`src/rtl/uart_pkg.sv`:
```
// Shared constants, formatter state encoding and the nibble-to-ASCII helper
// for the UART hex dumper.
package uart_pkg;

  localparam logic [7:0] ASCII_CR = 8'h0D;
  localparam logic [7:0] ASCII_LF = 8'h0A;
  localparam logic [7:0] ASCII_0  = 8'h30;
  localparam logic [7:0] ASCII_UA = 8'h41;
  localparam logic [7:0] ASCII_LA = 8'h61;

  typedef enum logic [2:0] {
    IDLE,
    LOAD,
    SEND,
    WAIT_HI,
    WAIT_LO
  } fmt_state_t;

  function automatic logic [7:0] nibble_to_ascii(input logic [3:0] nib, input logic upper);
    if (nib < 4'd10) begin
      return ASCII_0 + {4'h0, nib};
    end
    return (upper ? ASCII_UA : ASCII_LA) + {4'h0, nib} - 8'd10;
  endfunction

endpackage

```
`src/rtl/sync_word_fifo.sv`:
```
// Single-clock word FIFO; the head entry is presented on dout whenever the
// FIFO is not empty. Pushes while full and pops while empty are ignored.
module sync_word_fifo #(
  parameter int WIDTH = 32,
  parameter int DEPTH = 4
) (
  input  logic             clk,
  input  logic             rst_n,
  input  logic             push,
  input  logic [WIDTH-1:0] din,
  input  logic             pop,
  output logic             full,
  output logic             empty,
  output logic [WIDTH-1:0] dout
);
  localparam int AW = $clog2(DEPTH);

  logic [WIDTH-1:0] r_mem [DEPTH];
  logic [AW:0]      r_wr_ptr;
  logic [AW:0]      r_rd_ptr;
  logic             w_push;
  logic             w_pop;

  // Extra pointer bit distinguishes full from empty when the indices match.
  assign empty  = (r_wr_ptr == r_rd_ptr);
  assign full   = ((r_wr_ptr ^ r_rd_ptr) == {1'b1, {AW{1'b0}}});
  assign w_push = push && !full;
  assign w_pop  = pop && !empty;
  assign dout   = r_mem[r_rd_ptr[AW-1:0]];

  always_ff @(posedge clk) begin
    if (w_push) begin
      r_mem[r_wr_ptr[AW-1:0]] <= din;
    end
  end

  always_ff @(posedge clk or negedge rst_n) begin
    if (!rst_n) begin
      r_wr_ptr <= '0;
      r_rd_ptr <= '0;
    end else begin
      if (w_push) r_wr_ptr <= r_wr_ptr + 1'b1;
      if (w_pop)  r_rd_ptr <= r_rd_ptr + 1'b1;
    end
  end

endmodule

```
`src/rtl/uart_hex_dumper.sv`:
```
// Buffers binary words and writes each to a byte UART as ASCII hex digits,
// MSB nibble first, followed by CR LF, one character per write strobe.
module uart_hex_dumper
  import uart_pkg::*;
#(
  parameter int WORD_W     = 32,
  parameter int FIFO_DEPTH = 4,
  parameter bit UPPERCASE  = 1'b1
) (
  input  logic              sys_clk_i,
  input  logic              sys_rst_n_i,
  input  logic              word_valid_i,
  input  logic [WORD_W-1:0] word_dat_i,
  output logic              word_ready_o,
  input  logic              uart_busy_i,
  output logic              uart_wr_o,
  output logic [7:0]        uart_dat_o,
  output logic              idle_o
);
  localparam int NIBBLES = WORD_W / 4;
  localparam int CHARS   = NIBBLES + 2;
  localparam int CW      = $clog2(CHARS + 1);
  localparam logic [CW-1:0] LAST_CNT = CW'(CHARS - 1);
  localparam logic [CW-1:0] CR_CNT   = CW'(NIBBLES);

  fmt_state_t        r_state;
  fmt_state_t        w_state_nxt;
  logic [WORD_W-1:0] r_shift;
  logic [WORD_W-1:0] w_shift_nxt;
  logic [CW-1:0]     r_cnt;
  logic [CW-1:0]     w_cnt_nxt;
  logic [7:0]        r_dat;
  logic [7:0]        w_char;
  logic              w_pop;
  logic              w_full;
  logic              w_empty;
  logic [WORD_W-1:0] w_head;

  sync_word_fifo #(
    .WIDTH(WORD_W),
    .DEPTH(FIFO_DEPTH)
  ) u_fifo (
    .clk  (sys_clk_i),
    .rst_n(sys_rst_n_i),
    .push (word_valid_i),
    .din  (word_dat_i),
    .pop  (w_pop),
    .full (w_full),
    .empty(w_empty),
    .dout (w_head)
  );

  always_comb begin
    w_state_nxt = r_state;
    w_shift_nxt = r_shift;
    w_cnt_nxt   = r_cnt;
    w_pop       = 1'b0;
    case (r_state)
      IDLE: begin
        if (!w_empty) w_state_nxt = LOAD;
      end
      LOAD: begin
        w_pop       = 1'b1;
        w_shift_nxt = w_head;
        w_cnt_nxt   = '0;
        w_state_nxt = SEND;
      end
      SEND:    w_state_nxt = WAIT_HI;
      // WAIT_HI never looks at busy: the UART only raises it one edge after the strobe.
      WAIT_HI: w_state_nxt = WAIT_LO;
      WAIT_LO: begin
        if (!uart_busy_i) begin
          if (r_cnt == LAST_CNT) begin
            w_state_nxt = IDLE;
          end else begin
            w_cnt_nxt   = r_cnt + 1'b1;
            w_state_nxt = SEND;
            if (r_cnt < CR_CNT) w_shift_nxt = r_shift << 4;
          end
        end
      end
      default: w_state_nxt = IDLE;
    endcase
  end

  // Character for the upcoming SEND, computed from the values it will see.
  always_comb begin
    w_char = ASCII_LF;
    if (w_cnt_nxt < CR_CNT) begin
      w_char = nibble_to_ascii(w_shift_nxt[WORD_W-1 -: 4], UPPERCASE);
    end else if (w_cnt_nxt == CR_CNT) begin
      w_char = ASCII_CR;
    end
  end

  always_ff @(posedge sys_clk_i or negedge sys_rst_n_i) begin
    if (!sys_rst_n_i) begin
      r_state <= IDLE;
      r_shift <= '0;
      r_cnt   <= '0;
      r_dat   <= 8'h00;
    end else begin
      r_state <= w_state_nxt;
      r_shift <= w_shift_nxt;
      r_cnt   <= w_cnt_nxt;
      if (w_state_nxt == SEND) r_dat <= w_char;
    end
  end

  assign uart_wr_o    = (r_state == SEND);
  assign uart_dat_o   = r_dat;
  assign word_ready_o = !w_full;
  assign idle_o       = w_empty && (r_state == IDLE);

endmodule

```
`config.mk`:
```
export PLATFORM = sky130hd
export DESIGN_NAME = uart_hex_dumper
export DESIGN_NICKNAME = d
export VERILOG_FILES = /design/src/rtl/uart_pkg.sv /design/src/rtl/sync_word_fifo.sv /design/src/rtl/uart_hex_dumper.sv
export SDC_FILE = /design/constraint.sdc
export NUM_CORES = 1
export LEC_CHECK = 0
export ABC_AREA = 1
export BUFFER_PORTS_ARGS = -buffer_cell sky130_fd_sc_hd__buf_4
export CAP_MARGIN = 10
export CORE_ASPECT_RATIO = 1.1
export CORE_MARGIN = 2
export CORE_UTILIZATION = 55
export CTS_BUF_LIST = sky130_fd_sc_hd__clkbuf_4 sky130_fd_sc_hd__clkbuf_8
export CTS_CLUSTER_DIAMETER = 30
export CTS_CLUSTER_SIZE = 20
export DETAILED_ROUTE_END_ITERATION = 12
export PLACE_DENSITY_LB_ADDON = 0.3
export REMOVE_ABC_BUFFERS = 1
export SYNTH_ARGS = -nofsm -noshare
export SYNTH_HDL_FRONTEND = slang
export SYNTH_HIERARCHICAL = 1
export SYNTH_SLANG_ARGS = --single-unit
```
`constraint.sdc`:
```
create_clock -name sys_clk_i -period 3.6 [get_ports sys_clk_i]
set_input_delay 0.54 -clock sys_clk_i [delete_from_list [all_inputs] [get_ports sys_clk_i]]
set_output_delay 0.54 -clock sys_clk_i [all_outputs]
set_load 0.02 [all_outputs]
```
# == Word level (Yosys, flattened, before mapping) ==
# Memory sizes are Yosys's and may differ from the RTL's.
# Index checks and enable logic that the tools add are counted.
# totals
reg_bits,53
in_bits,36
mem_bits_rw,128
out_inout_bits,11
mem_count,1
# classes
order_cmp,3
muxes,20
n_addsub,6
bitwise,1
eq_ne,12
n_reduce_logical,8
# mem_list
memory,depth,word_bits,rd,rd_ports_with_merged_regs,write_ports,line,text
u_fifo.r_mem,4,32,1,0,1,sync_word_fifo.sv:18,logic [WIDTH-1:0] r_mem [DEPTH];
# ops
op,count
$mux W32,3
$pmux W32 S2,1
$mux W8,3
$pmux W3 S5,1
$lt A4 B4 Y1 const B,3
$eq A3 B2 Y1 const B,3
$mux W3,3
$add A7 B4 Y8 const A,1
$eq A4 B4 Y1 const B,2
$mux W4,2
$pmux W4 S2,1
$sub A8 B4 Y8 const B,1
$add A6 B4 Y7 const A,1
$add A3 B1 Y3 const B,2
$eq A3 B3 Y1 const B,2
$ne A2 B2 Y1 const B,3
$mux W1,5
$add A4 B1 Y4 const B,1
$reduce_and A4 Y1,1
$eq A3 B1 Y1 const B,1
$eq A3 B3 Y1,1
$logic_and A1 B1 Y1,3
$logic_not A3 Y1,1
$xor A3 B3 Y3,1
3 further kinds,4

# == Depth between registers and ports, before layout ==
# depth
ltp_word,10
depth_mapped,14
mapped_depth_nobuf,12

# == Modules after synthesis ==
# Netlist, hierarchy kept.
# by_module_without_submodules
mod,n_inst,seq_area_each_um2,cells_each,area_each_um2
sync_word_fifo,1,3993.8,372,5167.5
uart_hex_dumper,1,1151.1,264,2274.7

# == Worst setup path before layout ==
# Ideal clock, no wire load.
# synth_path
path_type,register to register
startpoint,reg u_fifo.r_rd_ptr[0]
endpoint,"mem u_fifo.r_mem[1][0], enable pin"
synth_period_minus_slack_ns,2.651
path_stages_with_launch,7
path_buffers,1
arrival_time_ns,2.230
slack_ns,0.949
path_cell_list,dfrtp_1 > buf_4 > nand2_2 > nand2_4 > nand3_4 > nand2_2 > nor2_1
# synth_between
elab_chain_len,6
# synth_lines
item,line,text
start: declaration,sync_word_fifo.sv:20,logic [AW:0] r_rd_ptr;
start signal: assignment,sync_word_fifo.sv:43,if (w_pop) r_rd_ptr <= r_rd_ptr + 1'b1;
$xor A3 B3 Y3,sync_word_fifo.sv:26,"assign full = ((r_wr_ptr ^ r_rd_ptr) == {1'b1, {AW{1'b0}}});"
$eq A3 B3 Y1,sync_word_fifo.sv:26,
$logic_not A1 Y1,sync_word_fifo.sv:27,assign w_push = push && !full;
$logic_and A1 B1 Y1,sync_word_fifo.sv:27,
$mux W1,sync_word_fifo.sv:32,if (w_push) begin
$mux W1 (not written as such),sync_word_fifo.sv:33,r_mem[r_wr_ptr[AW-1:0]] <= din;
end: declaration,sync_word_fifo.sv:18,
# Every way passes these cells.

# == Worst setup path after layout ==
# layout_path
startpoint,reg u_fifo.r_rd_ptr[0]
endpoint,out idle_o
# layout_between
elab_chain_len,2
# layout_lines
item,line,text
$eq A3 B3 Y1,sync_word_fifo.sv:25,assign empty = (r_wr_ptr == r_rd_ptr);
net w_empty,uart_hex_dumper.sv:36,logic w_empty;
$logic_and A1 B1 Y1,uart_hex_dumper.sv:113,assign idle_o = w_empty && (r_state == IDLE);
end: declaration,uart_hex_dumper.sv:18,output logic idle_o
# The timed path passes the listed nets, and every way through them passes these cells.

==> flow_summary.yaml <==
run_status:
  status: "finished clean"
logic_synthesis:
  synthMuxAreaShare_pct: 0
  synthSimpleGateAreaFrac_pct: 14.1
  ys_warn_count: 6
  synth-compound-area-share_pct: 11.2
  synthXorXnorAreaFrac_pct: 0.235
  syn_area_per_cell_um2: 11.7
  yosys.area_share.adder_pct: 1.34
  synthCells: 636
  seq_area_frac_synth_pct: 69.1
  synth_top_family_by_area: "simple AND/OR/NAND/NOR gates"
  synthDistinctLibCells: 33
  synth_area_mm2: 0.00744
  synth-seq-cells: 180
cells_and_area:
  n_fill_cell: 1023
  final_cell_area_mm2: 0.00831
  final_common_cell: "edfxtp_1"
  final_nets: 724
  diodes: 0
  drive_gt1_share_pct: 16.5
  mostFrequentLayoutCells: "128 x edfxtp_1, 115 x nand2_1, 80 x nor2_1"
  area_growth_pct: 11.6
power_and_ir_drop:
  ir_drop_v: 0.000410
  power_density_mw_per_mm2: 835
  p_leak_nw: 3.34
global_route:
  grt_max_degree: 68
  grt_pass1_wl_mm: 24.1
  gr-total-overflow: 0
  grt_pass1_vias: 4912
  antenna_found_initial: 0
  grt_use_total_pct: 21.7
clocking:
  root_buffer: "clkbuf_8"
  cts-buffers-inserted: 17
  ctsHtreeMaxLevel: 4
  insertion_delay_ps: 450
  cts_buffer_depth: 2
  holdBufCountCts: 0
  cts.repair.resized: 0
  cts_tree: "done"
  cts_sinks: 180
  path_clk_slew_ps: 80
  post-cts-setup-buffers: 0
sta:
  fmax_mhz: 380
  final-setup-viol-count: 0
  clock_skew_ps: 9.26
  hold_viol_final: 0
  max_slew_margin_pct: 53.7
  rsz0062_at_grt: "no"
  finalMaxSlewViolations: 0
  post-route-period-util_pct: 73.1
  tightest_slew_ps: 695
  min_period_ps: 2630
  fin_hold_ws_ps: 119
route:
  dr.pass1.iters: 5
  drt_iter0_drc: 390
  wl_mm: 14.8
  drc: 0
  vias: 4947
  wl_per_cell_um: 17.3
  vias_per_cell: 5.79
  antenna_left: 0
place:
  io_buffers: 45
  gp_congestion: 0.865
  placed_area_mm2: 0.00790
  hpwl_mm: 8.69
floorplan:
  die_w_um: 115
  die_h_um: 126
  rows: 44
  start_util_pct: 56.3
  coreArea_mm2: 0.0132
  die_area_mm2: 0.0145
  ios: 47
setup_path:
  reg2reg_depth: 11
  crit_fanout: 67
  crit_start: "u_fifo/r_rd_ptr[0]"
  r2r-end: "uart_dat_o[2]"
  path_class: "register to primary output"
  reg2reg_from: "u_fifo/r_rd_ptr[0]"
  cp.required_ps: 3060
  rrSetupSlack_ps: 1300
  endpoint_kind: "primary output"
  startpoint_type: "register"
  cp.arrival_ps: 2090
hold_path:
  hold_path.class: "input port to async pin"
flow_run:
  cap_violations: 0
worst max-delay path by stage:
| stage | to | slack, ps | cells after the start |
|---|---|---|---|
| floorplan | u_fifo/r_mem[1][0] | -500 | 6 |
| global placement | uart_dat_o[4] | 1420 | 9 |
| detailed placement | uart_dat_o[6] | 1310 | 10 |
| global route | idle_o | 740 | 8 |
| CTS | idle_o | 940 | 8 |
| finish | idle_o | 970 | 8 |
through the flow:
stage          TNS, ps  power, mW  setup slack [ps]  cells  utilization [%]
2_1_floorplan   -47650       4.81              -496    608                -
3_5_place_dp         0       5.64              1310    822             59.8
5_1_grt              0       7.40               740    854             62.9
4_1_cts              0       6.98               937    854             62.9
3_3_place_gp         0       5.50              1420    822             59.8
6_report             0       6.94               970    854             62.9
logic make-up (layout without fill, tap and decap cells):
group,count (synthesis),in the layout
xor+xnor,2,2
other cells,1,1
compound gates,141,141
flops,180,180
buf+inv,65,122
fa+ha+maj,8,8
simple gates,239,239
per-layer routing:
metal | track usage, % | vias to the layer above | wire (um)
met1 | 26.3 | 2459 | 5990
met4 | 9.28 | 0 | 289
met5 | 0 | - | 0
met2 | 37.4 | 138 | 7800
li1 | - | 2323 | -
met3 | 4.57 | 27 | 723
worst max-delay path: stages (launching register included):
cell	delay [ps]
dfrtp_2	370
buf_4	560
nand2_2	130
nand2_4	130
nand3_4	90
inv_1	80
inv_1	40
nor2_1	100
buf_4	150
report_power, final:
group | switching, mW | internal [mW]
sequential | 0.239 | 2.83
combinational | 1.73 | 0.805
clock | 0.662 | 0.674
total | 2.63 | 4.31
layout make-up:
class | count | area, um2 | area share [%]
Sequential cell | 180 | 5150 | 62.0
Clock buffer | 26 | 333 | 4.01
Tap cell | 161 | 201 | 2.43
Clock inverter | 6 | 71.3 | 0.859
Inverter | 37 | 144 | 1.73
Timing Repair Buffer | 53 | 398 | 4.79
Multi-Input combinational cell | 391 | 2010 | 24.2
cells in the mapped netlist:
master,count,area share (%)
edfxtp_1,128,52
nand2_1,115,5.8
nor2_1,83,4.2
o21ai_0,64,4.3
dfrtp_1,52,17
o22ai_1,33,2.8
inv_1,31,1.6
a22oi_1,24,2.4
nand3_1,17,1.1
clkbuf_1,12,0.61
buf_2,9,0.61
ha_1,8,1.3
o21ai_1,7,0.47
nand2_2,6,0.50
a21oi_1,5,0.34
a22o_1,5,0.59
inv_2,5,0.25
nand4_1,4,0.34
buf_6,3,0.45
nand3_4,3,0.71
nand3b_1,3,0.30
nor2_4,3,0.45
a21oi_2,2,0.24
buf_4,2,0.20
nand2_4,2,0.30
nand3_2,2,0.27
xor2_1,2,0.24
buf_1,1,0.050
clkbuf_2,1,0.067
clkinv_4,1,0.12
conb_1,1,0.050
nor2_2,1,0.084
o211ai_1,1,0.10
flip-flops by register name, summed over array words and instances, names as in the netlist:
name,cells
r_shift,32
u_fifo/r_wr_ptr,3
r_state,3
u_fifo/r_mem,128
u_fifo/r_rd_ptr,3
uart_dat_o,7
r_cnt,4
No activity file was read; power rests on OpenSTA's default activity.
